## src/rtl/emif_tx_responder_pkg.sv

```systemverilog
// Shared constants, state encoding and helpers for the EMIF read responder.
package emif_tx_responder_pkg;

  localparam int EMIF_ADDR_WIDTH = 8;
  localparam int EMIF_DATA_WIDTH = 16;

  typedef enum logic [1:0] {
    ST_IDLE  = 2'd0,
    ST_FETCH = 2'd1,
    ST_DRIVE = 2'd2
  } emif_state_e;

  function automatic int sync_depth(input int steps);
    return (steps < 2) ? 2 : steps;
  endfunction

  function automatic int clamp_latency(input int lat);
    if (lat < 1) return 1;
    if (lat > 3) return 3;
    return lat;
  endfunction

endpackage

```

## src/rtl/emif_strobe_sync.sv

```systemverilog
// Synchronises the asynchronous CS_n/OE_n strobes and flags the rising edge of
// the combined read-active condition.
module emif_strobe_sync
  import emif_tx_responder_pkg::*;
#(
  parameter int SYNC_STEPS = 2
) (
  input  logic clk_i,
  input  logic reset_i,
  input  logic cs_n_i,
  input  logic oe_n_i,
  output logic active_o,
  output logic start_o
);

  localparam int DEPTH = sync_depth(SYNC_STEPS);

  logic [DEPTH-1:0] cs_sync;
  logic [DEPTH-1:0] oe_sync;
  logic             active_d;

  // Chains are left unreset so a strobe held across reset still reads as
  // active afterwards and is not mistaken for a new one.
  always_ff @(posedge clk_i) begin
    cs_sync <= {cs_sync[DEPTH-2:0], cs_n_i};
    oe_sync <= {oe_sync[DEPTH-2:0], oe_n_i};
  end

  assign active_o = ~cs_sync[DEPTH-1] & ~oe_sync[DEPTH-1];

  always_ff @(posedge clk_i) begin
    if (reset_i) active_d <= 1'b1;
    else         active_d <= active_o;
  end

  assign start_o = active_o & ~active_d;

endmodule

```

## src/rtl/emif_tx_responder.sv

```systemverilog
// Answers asynchronous EMIF read strobes from the register file, giving
// coherent 32-bit reads over the 16-bit bus through a high-half shadow.
module emif_tx_responder
  import emif_tx_responder_pkg::*;
#(
  parameter int ADDR_WIDTH = EMIF_ADDR_WIDTH,
  parameter int DATA_WIDTH = EMIF_DATA_WIDTH,
  parameter int SYNC_STEPS = 2,
  parameter int RD_LATENCY = 1
) (
  input  logic                    clk_i,
  input  logic                    reset_i,
  input  logic                    emif_cs_n_i,
  input  logic                    emif_oe_n_i,
  input  logic [ADDR_WIDTH-1:0]   emif_addr_i,
  output logic [DATA_WIDTH-1:0]   emif_data_o,
  output logic                    emif_data_oe_o,
  output logic [ADDR_WIDTH-2:0]   rd_addr_o,
  output logic                    rd_req_o,
  input  logic [2*DATA_WIDTH-1:0] rd_data_i,
  output logic                    late_o
);

  localparam int LAT = clamp_latency(RD_LATENCY);

  logic active;
  logic start;

  emif_strobe_sync #(
    .SYNC_STEPS(SYNC_STEPS)
  ) u_sync (
    .clk_i   (clk_i),
    .reset_i (reset_i),
    .cs_n_i  (emif_cs_n_i),
    .oe_n_i  (emif_oe_n_i),
    .active_o(active),
    .start_o (start)
  );

  emif_state_e           state, state_nxt;
  logic [ADDR_WIDTH-1:0] addr_r, addr_nxt;
  logic [1:0]            cnt, cnt_nxt;
  logic [DATA_WIDTH-1:0] data_nxt;
  logic                  oe_nxt;
  logic                  req_nxt;
  logic [ADDR_WIDTH-2:0] rd_addr_nxt;
  logic                  late_nxt;
  logic [DATA_WIDTH-1:0] shadow, shadow_nxt;
  logic [ADDR_WIDTH-2:0] shadow_addr, shadow_addr_nxt;
  logic                  shadow_valid, shadow_valid_nxt;
  logic                  shadow_hit;

  assign shadow_hit = emif_addr_i[0] && shadow_valid &&
                      (shadow_addr == emif_addr_i[ADDR_WIDTH-1:1]);

  always_ff @(posedge clk_i) begin
    if (reset_i) begin
      state          <= ST_IDLE;
      addr_r         <= '0;
      cnt            <= '0;
      emif_data_o    <= '0;
      emif_data_oe_o <= 1'b0;
      rd_req_o       <= 1'b0;
      rd_addr_o      <= '0;
      late_o         <= 1'b0;
      shadow         <= '0;
      shadow_addr    <= '0;
      shadow_valid   <= 1'b0;
    end else begin
      state          <= state_nxt;
      addr_r         <= addr_nxt;
      cnt            <= cnt_nxt;
      emif_data_o    <= data_nxt;
      emif_data_oe_o <= oe_nxt;
      rd_req_o       <= req_nxt;
      rd_addr_o      <= rd_addr_nxt;
      late_o         <= late_nxt;
      shadow         <= shadow_nxt;
      shadow_addr    <= shadow_addr_nxt;
      shadow_valid   <= shadow_valid_nxt;
    end
  end

  always_comb begin
    state_nxt        = state;
    addr_nxt         = addr_r;
    cnt_nxt          = cnt;
    data_nxt         = emif_data_o;
    oe_nxt           = emif_data_oe_o;
    req_nxt          = 1'b0;
    rd_addr_nxt      = rd_addr_o;
    late_nxt         = 1'b0;
    shadow_nxt       = shadow;
    shadow_addr_nxt  = shadow_addr;
    shadow_valid_nxt = shadow_valid;

    case (state)
      ST_IDLE: begin
        oe_nxt = 1'b0;
        if (start) begin
          addr_nxt = emif_addr_i;
          // A matching shadow serves exactly one high-half read, then retires.
          if (shadow_hit) begin
            data_nxt         = shadow;
            oe_nxt           = 1'b1;
            shadow_valid_nxt = 1'b0;
            state_nxt        = ST_DRIVE;
          end else begin
            req_nxt     = 1'b1;
            rd_addr_nxt = emif_addr_i[ADDR_WIDTH-1:1];
            cnt_nxt     = 2'(LAT);
            state_nxt   = ST_FETCH;
          end
        end
      end

      ST_FETCH: begin
        if (!active) begin
          late_nxt  = 1'b1;
          state_nxt = ST_IDLE;
        end else if (cnt == 2'd0) begin
          oe_nxt    = 1'b1;
          state_nxt = ST_DRIVE;
          if (!addr_r[0]) begin
            data_nxt         = rd_data_i[DATA_WIDTH-1:0];
            shadow_nxt       = rd_data_i[2*DATA_WIDTH-1:DATA_WIDTH];
            shadow_addr_nxt  = addr_r[ADDR_WIDTH-1:1];
            shadow_valid_nxt = 1'b1;
          end else begin
            data_nxt = rd_data_i[2*DATA_WIDTH-1:DATA_WIDTH];
          end
        end else begin
          cnt_nxt = cnt - 2'd1;
        end
      end

      ST_DRIVE: begin
        if (!active) begin
          oe_nxt    = 1'b0;
          state_nxt = ST_IDLE;
        end
      end

      default: state_nxt = ST_IDLE;
    endcase
  end

endmodule

```

## config.mk

```make
export PLATFORM = sky130hd
export DESIGN_NAME = emif_tx_responder
export DESIGN_NICKNAME = d
export VERILOG_FILES = /design/src/rtl/emif_tx_responder_pkg.sv /design/src/rtl/emif_strobe_sync.sv /design/src/rtl/emif_tx_responder.sv
export SDC_FILE = /design/constraint.sdc
export NUM_CORES = 1
export LEC_CHECK = 0
export ABC_AREA = 1
export BUFFER_PORTS_ARGS = -buffer_cell sky130_fd_sc_hd__clkbuf_2
export CAP_MARGIN = 5
export CORE_ASPECT_RATIO = 0.75
export CORE_MARGIN = 4
export CORE_UTILIZATION = 50
export DETAILED_ROUTE_END_ITERATION = 8
export PLACE_DENSITY = 0.75
export SETUP_SLACK_MARGIN = 0.4
export SYNTH_ARGS = -nofsm -noshare
export SYNTH_HDL_FRONTEND = slang
export SYNTH_SLANG_ARGS = --single-unit
```

## constraint.sdc

```tcl
create_clock -name clk_i -period 3.3 [get_ports clk_i]
set_input_delay 0.66 -clock clk_i [delete_from_list [all_inputs] [get_ports clk_i]]
set_output_delay 0.66 -clock clk_i [all_outputs]
set_load 0.02 [all_outputs]
```

==> metrics.log <==
[metrics] net switching fraction of the power: 26.2%
[metrics] first-pass GRT wire length: 12,200 microns
[metrics] Largest stage delay, worst path: 0.67 ns
[metrics] Max-Slew Margin vs Limit: 53.5%
[metrics] Post-Place Cells: 562
[metrics] share of synthesized flip-flops with an asynchronous set or reset: 0%
[metrics] count of mapped cells out of synthesis: 431
[metrics] Die Y: 75.4 microns
[metrics] via count: 2,887
[metrics] Cell Chain, Critical Path: inv_1, ha_1, nand4_1, buf_12, o21ai_0, a21oi_1
[metrics] clock sink total: 67
[metrics] kind of end point of the critical path: flip-flop
[metrics] standby leakage power: 1.73 nW
[metrics] EDFF count, synth: 0
[metrics] Critical Path AT: 2.61 ns
[metrics] net count of the finished layout: 544
[metrics] highest ir drop seen on vdd: 0.334 mV
[metrics] most frequently used flop master after synthesis: dfxtp_1
[metrics] number of remaining DRC errors: 0
[metrics] PD cells: 548 mW/mm^2
[metrics] summed negative setup slack over all endpoints: 0 ns
[metrics] remaining antenna violation count after routing: 0
[metrics] synthesized area divided by synthesized cell count: 7.02 sq um
[metrics] Via density: 4.99
[metrics] combined buffer and inverter count along the critical path: 2
[metrics] Compound-Gate Fraction of Synth Area: 18.3%
[metrics] setup repair after global routing missed its margin: no
[metrics] proportion of power drawn by combinational gates: 15.3%
[metrics] worst endpoint required time: 3.53 ns
[metrics] number of warning messages in the yosys log: 0
[metrics] overall routed net length: 7340 microns
[metrics] combinational family with the most area after synthesis: simple AND/OR/NAND/NOR gates
[metrics] initial DRC count: 151
[metrics] Chip Width: 97.8 microns
[metrics] most repeated cell in the gate-level netlist after synthesis: nand2_1
[metrics] area growth from synthesis to layout: 20.8%
[metrics] Tot GR Track Use: 20.6%
[metrics] type of the tightest min-delay check: flip-flop to flip-flop
[metrics] total congestion overflow: 0
[metrics] Seq/Total Area, Yosys: 44.3%
[metrics] Yosys top cell area share: 44.3%
[metrics] most used standard cells in the synthesized netlist: nand2_1 (81), dfxtp_1 (67), inv_1 (59)
[metrics] Antenna Diode Count: 0
[metrics] Slowest-stage cell, CP: nand4_1
[metrics] final critical-path required period: 2.38 ns
[metrics] worst-margin pin slew: 0.696 ns
[metrics] synthesized net count: 480
[metrics] Final Setup Violations: 0
[metrics] Critical Path Start Type: flip-flop
[metrics] # IOs: 70
[metrics] number of pins with negative max-slew slack in the final report: 0
[metrics] ratio of cells with drive above 1 in the final layout: 21.4%
[metrics] status: complete, no violations
[metrics] initial antenna violation count: 0
[metrics] post-synthesis cell area: 0.00303 sq mm
[metrics] buffers from clock root to sink, at most: 2
[metrics] non-filler cells, final: 578
[metrics] Placeable Area: 0.00583 sq mm
[metrics] power consumption: 2.00 mW
[metrics] drt first pass iters: 4
[metrics] number of buffers created by CTS: 9
[metrics] buffers added on ports: 69
[metrics] number of distinct standard cells referenced by the synthesized netlist: 24
[metrics] relative contribution of sequential cells to total power: 43.7%
[metrics] cell taking the most area after synthesis: dfxtp_1
[metrics] maximum fanout count along the critical path: 32
[metrics] largest cells by area after synthesis: dfxtp_1 (44%), nand2_1 (10%), o21ai_0 (8.1%)
[metrics] hold buffer count at cts: 0
[metrics] clock transition at the registers of the reported paths: 0.07 ns
[metrics] master cell of the clock root buffer: clkbuf_8
[metrics] number of resized instances in the post-cts repair step: 0
[metrics] detailed placement HPWL: 5150 microns
[metrics] setup skew after layout: 0.00743 ns
[metrics] Seq cells post-synth: 67
[metrics] cell class contributing the biggest share of worst-path delay: simple AND/OR/NAND/NOR gates
[metrics] overall die area: 0.00737 sq mm
[metrics] Cell Rows: 24
[metrics] final estimated routing congestion in global placement: 0.826
[metrics] final hold violation count: 0
[metrics] number of global-route vias before repair: 2,676
[metrics] number of maximum-capacitance constraint violations: 0
[metrics] CTS tree: done
[metrics] initial cell density of the core: 51.9%
[metrics] post-synthesis share of cell area spent on xor and xnor gates: 0%
[metrics] clock network fraction of design power: 41.0%
[metrics] source-to-sink clock delay at the later pin of the worst-skew pair: 0.34 ns
[metrics] count of buffers added by post-CTS timing repair for setup: 0
[metrics] Max Clock Freq: 0.420 GHz
[metrics] adder and majority cell fraction of the synthesized area: 2.07%
[metrics] NetSw: 0.525 mW
[metrics] pin count of the biggest net entering global routing: 33
[metrics] Routed wire per std cell: 12.7 microns
[metrics] Critical Setup Path Class: flip-flop to flip-flop
[metrics] Post-Route Utilization: 62.7%
[metrics] multiplexer share of the synthesized area: 0%
[metrics] post-synthesis simple-gate area fraction: 23.9%
[metrics] total internal power: 1.48 mW
[metrics] # H-tree levels: 3
[metrics] portion of the clock cycle consumed by the worst path in the final layout: 72.2%
sequential cells by signal, summed over array words and instances (netlist names):
signal           cells
state                2
late_o               1
rd_addr_o            7
u_sync.cs_sync       2
u_sync.active_d      1
emif_data_oe_o       1
rd_req_o             1
emif_data_o         16
cnt                  2
shadow_addr          7
shadow              16
u_sync.oe_sync       2
shadow_valid         1
addr_r               8
cells in the final DEF (no fill, tap or decap), types with 2 or more instances in the layout:
cell type   n
nand2_1    81
clkbuf_2   69
dfxtp_1    67
inv_1      59
nor2_1     52
o21ai_0    49
a21oi_1    39
nand3_1    17
o22ai_1    14
clkbuf_8   10
nand2_2     6
nand4_1     6
inv_2       5
ha_1        5
bufinv_16   3
buf_4       3
nor2_2      2
nor2_4      2
clkinv_1    2
clkinv_2    2
final timing paths:
check             slack (ns)                   endpoint  cells past startpoint                 startpoint
hold / removal          0.33  u_sync.cs_sync[1]$_DFF_P_                      0  u_sync.cs_sync[0]$_DFF_P_
setup / recovery        0.92     shadow[2]$_SDFFE_PP0P_                      6      state[1]$_SDFFE_PP0P_
hold reg to reg         0.33  u_sync.cs_sync[1]$_DFF_P_                      0  u_sync.cs_sync[0]$_DFF_P_
setup reg to reg        0.92     shadow[2]$_SDFFE_PP0P_                      6      state[1]$_SDFFE_PP0P_
per-stage QoR:
stage                     setup WS [ns]  area (sq um)  hold slack [ns]
after floorplan                    1.64          3030            0.310
after global placement             1.12          3410            0.314
after detailed placement           1.02          3410            0.316
after CTS                         0.995          3650            0.333
after global routing              0.710          3650            0.345
final                             0.917          3650            0.330
layer usage:
layer  vias to the layer above  track usage [%]  wire length, microns
li1                       1503                -                     -
met1                      1292             25.6                  3350
met5                         -                0                     0
met2                        82             33.9                  3390
met3                        10             7.87                   515
met4                         0             6.61                    85
kinds of logic after synthesis:
family,after synthesis
buf+inv,86
fa+ha+maj,5
simple gates,168
compound gates,105
flops,67
power groups by stage:
stage               Sequential (mW)  Combinational [mW]  Clock, mW
finish                        0.874               0.307      0.821
global route                  0.880               0.347      0.875
CTS                           0.875               0.308      0.839
detailed placement            0.893               0.305          0
global placement              0.890               0.296          0
floorplan                     0.915               0.189          0
final cells by class:
class	instances	area (sq um)
Clock buffer	11	141
Inverter	66	248
Fill cell	556	2170
Timing Repair Buffer	73	388
Tap cell	78	97.6
Multi-Input combinational cell	278	1340
Clock inverter	5	100
Sequential cell	67	1340
(Power assumes the default switching activity.)
